<file path="src/rtl/uart_cmd_tx.sv">
// uart_cmd_tx: serializes a 16-bit command as two 8N1 UART frames on TX,
// high byte first, with no idle gap between the two frames.
//
// state | meaning
// ------+--------------------------------------------------------------
// IDLE  | line idle (TX=1), waiting for an accepted snd_cmd
// TX_HI | sending the frame for hold[15:8]
// TX_LO | sending the frame for hold[7:0]; cmd_snt set when it ends
module uart_cmd_tx #(
    parameter int BAUD_DIV = 5208
) (
    input  logic        clk,
    input  logic        rst_n,
    input  logic        snd_cmd,
    input  logic [15:0] cmd,
    output logic        busy,
    output logic        cmd_snt,
    output logic        TX
);

    // One extra code so the final stop bit can be stretched by a cycle (see baud_tc).
    localparam int CW = $clog2(BAUD_DIV + 1);
    localparam logic [CW-1:0] BAUD_LAST = CW'(BAUD_DIV - 1);
    localparam logic [CW-1:0] BAUD_HOLD = CW'(BAUD_DIV);

    typedef enum logic [1:0] {
        IDLE  = 2'd0,
        TX_HI = 2'd1,
        TX_LO = 2'd2
    } state_t;

    state_t          state;
    state_t          state_nxt;
    logic [15:0]     hold;
    logic [7:0]      shifter;
    logic [CW-1:0]   baud_cnt;
    logic [3:0]      bit_idx;
    logic            accept;
    logic            last_stop;
    logic            baud_tc;
    logic            frame_end;
    logic            done;
    logic            data_bit;

    assign accept    = snd_cmd && !busy;
    // TX is registered, so the wire runs one cycle behind the counters. The
    // last stop bit is counted one cycle longer so that IDLE, busy and
    // cmd_snt change exactly when that stop bit finishes on the wire.
    assign last_stop = (state == TX_LO) && (bit_idx == 4'd9);
    assign baud_tc   = last_stop ? (baud_cnt == BAUD_HOLD) : (baud_cnt == BAUD_LAST);
    assign frame_end = baud_tc && (bit_idx == 4'd9);
    assign data_bit  = (bit_idx >= 4'd1) && (bit_idx <= 4'd8);

    // State register.
    always_ff @(posedge clk or negedge rst_n) begin
        if (!rst_n) begin
            state <= IDLE;
        end else begin
            state <= state_nxt;
        end
    end

    // Next-state logic: byte sequencing on frame boundaries.
    always_comb begin
        state_nxt = state;
        done      = 1'b0;
        case (state)
            IDLE: begin
                if (accept) begin
                    state_nxt = TX_HI;
                end
            end
            TX_HI: begin
                if (frame_end) begin
                    state_nxt = TX_LO;
                end
            end
            TX_LO: begin
                if (frame_end) begin
                    state_nxt = IDLE;
                    done      = 1'b1;
                end
            end
            default: begin
                state_nxt = IDLE;
            end
        endcase
    end

    // Command hold register, written only on an accepted request.
    always_ff @(posedge clk or negedge rst_n) begin
        if (!rst_n) begin
            hold <= 16'h0000;
        end else if (accept) begin
            hold <= cmd;
        end
    end

    // Baud counter and bit index; both rest at zero outside a frame.
    always_ff @(posedge clk or negedge rst_n) begin
        if (!rst_n) begin
            baud_cnt <= '0;
            bit_idx  <= 4'd0;
        end else if (state == IDLE) begin
            baud_cnt <= '0;
            bit_idx  <= 4'd0;
        end else if (baud_tc) begin
            baud_cnt <= '0;
            bit_idx  <= (bit_idx == 4'd9) ? 4'd0 : bit_idx + 4'd1;
        end else begin
            baud_cnt <= baud_cnt + CW'(1);
        end
    end

    // Shift register: loaded with the current byte as the start bit ends,
    // shifted right as each data bit ends.
    always_ff @(posedge clk or negedge rst_n) begin
        if (!rst_n) begin
            shifter <= 8'h00;
        end else if ((state != IDLE) && baud_tc) begin
            if (bit_idx == 4'd0) begin
                shifter <= (state == TX_HI) ? hold[15:8] : hold[7:0];
            end else if (data_bit) begin
                shifter <= {1'b0, shifter[7:1]};
            end
        end
    end

    // Registered serial output: start 0, data LSB first, stop 1, idle 1.
    always_ff @(posedge clk or negedge rst_n) begin
        if (!rst_n) begin
            TX <= 1'b1;
        end else if (state == IDLE) begin
            TX <= 1'b1;
        end else if (bit_idx == 4'd0) begin
            TX <= 1'b0;
        end else if (data_bit) begin
            TX <= shifter[0];
        end else begin
            TX <= 1'b1;
        end
    end

    // Handshake flags: busy for the whole command, cmd_snt sticky until next accept.
    always_ff @(posedge clk or negedge rst_n) begin
        if (!rst_n) begin
            busy    <= 1'b0;
            cmd_snt <= 1'b0;
        end else if (accept) begin
            busy    <= 1'b1;
            cmd_snt <= 1'b0;
        end else if (done) begin
            busy    <= 1'b0;
            cmd_snt <= 1'b1;
        end
    end

endmodule

</file>
<file path="config.mk">
export PLATFORM = sky130hd
export DESIGN_NAME = uart_cmd_tx
export DESIGN_NICKNAME = d
export VERILOG_FILES = /design/src/rtl/uart_cmd_tx.sv
export SDC_FILE = /design/constraint.sdc
export NUM_CORES = 1
export LEC_CHECK = 0
export ABC_AREA = 1
export ABC_CLOCK_PERIOD_IN_PS = 1700
export BUFFER_PORTS_ARGS = -buffer_cell sky130_fd_sc_hd__buf_2
export CAP_MARGIN = 15
export CORE_UTILIZATION = 40
export DETAILED_ROUTE_END_ITERATION = 10
export GPL_TIMING_DRIVEN = 0
export HOLD_SLACK_MARGIN = 0.08
export PLACE_DENSITY = 0.65
export SYNTH_ARGS = -nofsm -noshare
export SYNTH_HDL_FRONTEND = slang
export SYNTH_SLANG_ARGS = --single-unit
</file>
<file path="constraint.sdc">
create_clock -name clk -period 1.7 [get_ports clk]
set_input_delay 0.17 -clock clk [delete_from_list [all_inputs] [get_ports clk]]
set_output_delay 0.17 -clock clk [all_outputs]
set_load 0.02 [all_outputs]
</file>
==> results.yml <==
status:
  status: "finished, final reports clean"
place:
  routabilityCongestion: 0.746
  dp_hpwl_um: 3230
  numPortBuffers: 21
power:
  power_mw: 1.94
  powerDensity_nw_per_um2: 716
  leakage_nw: 1.39
  ir_worst_vdd_mv: 0.486
yosys:
  syn_nets: 309
  synth_commonest_cells: "nand2_1, dfrtp_1, nor2_1"
  synth_area_leaders: "dfrtp_1, nand2_1, nor2_1"
  synth_cell_types: 24
  synth_cells: 289
  synth_edf_count: 0
  async_flop_share_pct: 100
  netlist_area_um2: 2230
  synth_top_area_share_pct: 50.4
  synth-xor-area-share_pct: 1.96
  yosys_warnings: 0
  synth_mux_area_share_pct: 0
  synth_adder_area_share_pct: 0.560
  synth_top_family_by_area: "simple AND/OR/NAND/NOR gates"
  ys.flop_type: "dfrtp_1"
  synth_compound_area_share_pct: 7.45
  synth.most_common_cell: "nand2_1"
  yosys.area.top_type: "dfrtp_1"
  synth_simple_gate_area_share_pct: 31.7
  ys_ff_latch: 46
  ys_seq_area_share_pct: 51.6
  syn_area_per_cell_um2: 7.73
floorplanning:
  io_pins: 22
  floorplan.die_area_um2: 5890
  num_rows: 26
  coreArea_um2: 5240
  die_w_um: 76.7
  initial_utilization_pct: 42.7
  die_h_um: 76.7
clock_network:
  cts_buffers: 5
  cts-root-buf: "clkbuf_8"
  clock_latency_ns: 0.30
  path_clk_slew_ns: 0.09
  numClockSinks: 46
  cts_buffer_depth: 2
  cts_tree: "built"
  cts_max_level: 2
layout:
  final_nets: 354
  layout-drive-gt1-share_pct: 15.2
  n_antenna_cell: 0
  area_growth_syn_to_layout_pct: 21.4
  fillerInstances: 508
worst_setup_path:
  arrival_ns: 1.76
  start_kind: "register"
  worstPathMaxFanout: 10
  path_class: "register to register"
  cp.required_ns: 1.90
  ff2ff_setup_slack_ns: 0.14
  ff2ff_path_depth: 7
  critPathCaptureType: "register"
run:
  drv_cap: 0
global_route:
  grt_usage_pct: 17.5
  antenna_found_initial: 0
  grt_pass1_wl_um: 8240
  grt_pass1_vias: 1867
  grt_max_degree: 47
  gr-total-overflow: 0
detailed_routing:
  dr.first_iter.drc_count: 74
  wire_per_inst_um: 11.5
  antenna_left: 0
  drt_wl_total_um: 4650
  drc: 0
  firstDrtPassIters: 4
  num_vias: 1906
  via_per_inst: 4.71
sta:
  hold_viol_final: 0
  setup_viol: 0
  period_share_pct: 91.8
  tns_ns: 0
  max_freq_mhz: 641
  fin_crit_ns: 1.56
  finalMaxSlewViolations: 0
  worst_pin_slew_ns: 1.01
  fin_worst_skew_ns: 0.00737
  slew_headroom_pct: 32.5
worst_hold_path:
  hold_path_class: "input pin to register"
  whs_path_depth: 3
## sequential cells by signal, indices dropped and copies added, names as in the netlist
name      count
shifter       8
bit_idx       4
hold         16
cmd_snt       1
baud_cnt     13
state         2
TX            1
busy          1
## kinds of logic (layout without fill, tap and decap cells)
family	Yosys count	in the layout
AO/OA/AOI/OAI	29	29
AND/OR/NAND/NOR	170	170
adder cells (fa/ha/maj)	1	1
XOR/XNOR	5	5
flip-flops	46	46
buffers and inverters	38	84
## final cells by class
cell class	instances	area (um2)	area share [%]
Multi-Input combinational cell	205	937	34.5
Buffer	4	22.5	0.830
Sequential cell	46	1150	42.5
Inverter	33	125	4.61
Timing Repair Buffer	39	278	10.2
Clock buffer	8	110	4.06
Tap cell	70	87.6	3.23
## where the power goes
group          switching, mW  leakage [nW]  total (mW)  internal [mW]
clock network          0.374        0.0575       0.785          0.411
logic                 0.0298         0.761      0.0663         0.0365
registers                  0         0.571        1.09           1.09
total                  0.404          1.39        1.94           1.54
## worst max-delay path, stage by stage, from the launching register on
cell	delay, ns
dfrtp_1	0.42
inv_2	0.10
nand2_2	0.09
o21ai_2	0.39
nand4_1	0.14
buf_4	0.19
nand2_1	0.06
nand2_1	0.05
## placed cells by master (no fill, tap or decap), types with 3 or more instances in the layout
cell type / instances
a21oi_1: 5
nand3_2: 3
buf_2: 21
clkbuf_8: 8
nand2_2: 3
o21ai_0: 16
clkbuf_1: 3
xor2_1: 3
buf_4: 3
nand3_1: 16
dfrtp_1: 44
nor2_1: 32
dlygate4sd3_1: 15
o211ai_1: 7
inv_2: 4
nand2_1: 109
inv_1: 28
## metrics by stage
stage	cell area (um2)	instances	setup slack, ns	hold WS [ns]	utilization, %
6_report	2710	405	0.139	0.0835	51.8
3_5_place_dp	2430	380	-0.0343	0.373	46.3
2_1_floorplan	2230	289	0.321	-0.126	-
5_1_grt	2710	405	-0.00934	0.112	51.8
4_1_cts	2700	404	0.0761	0.0803	51.5
3_3_place_gp	2430	380	-0.00407	0.363	46.3
## timing repair
action	CTS	global route
pin swaps	1	1
setup buffers	1	2
hold buffers	15	0
resized for setup	1	2
setup endpoints to repair	8	11
hold endpoints to repair	48	0
## per-layer routing
metal | part of all wire (%) | track usage, % | up-vias
met2 | 49 | 30.2 | 24
li1 | - | - | 988
met3 | 2.7 | 4.05 | 5
met5 | 0 | 0 | -
met1 | 47 | 21.3 | 889
met4 | 1.2 | 5.96 | 0
## path summary, 6_finish.rpt
path,from,endpoint
min reg2reg,shifter[0],shifter[0]
max reg2reg,bit_idx[0],shifter[4]
max,bit_idx[0],shifter[4]
min in group asynchronous,rst_n,hold[9]
max in group asynchronous,rst_n,bit_idx[2]
min,cmd[12],hold[12]
Note: power is estimated with default switching activity, not from simulation.
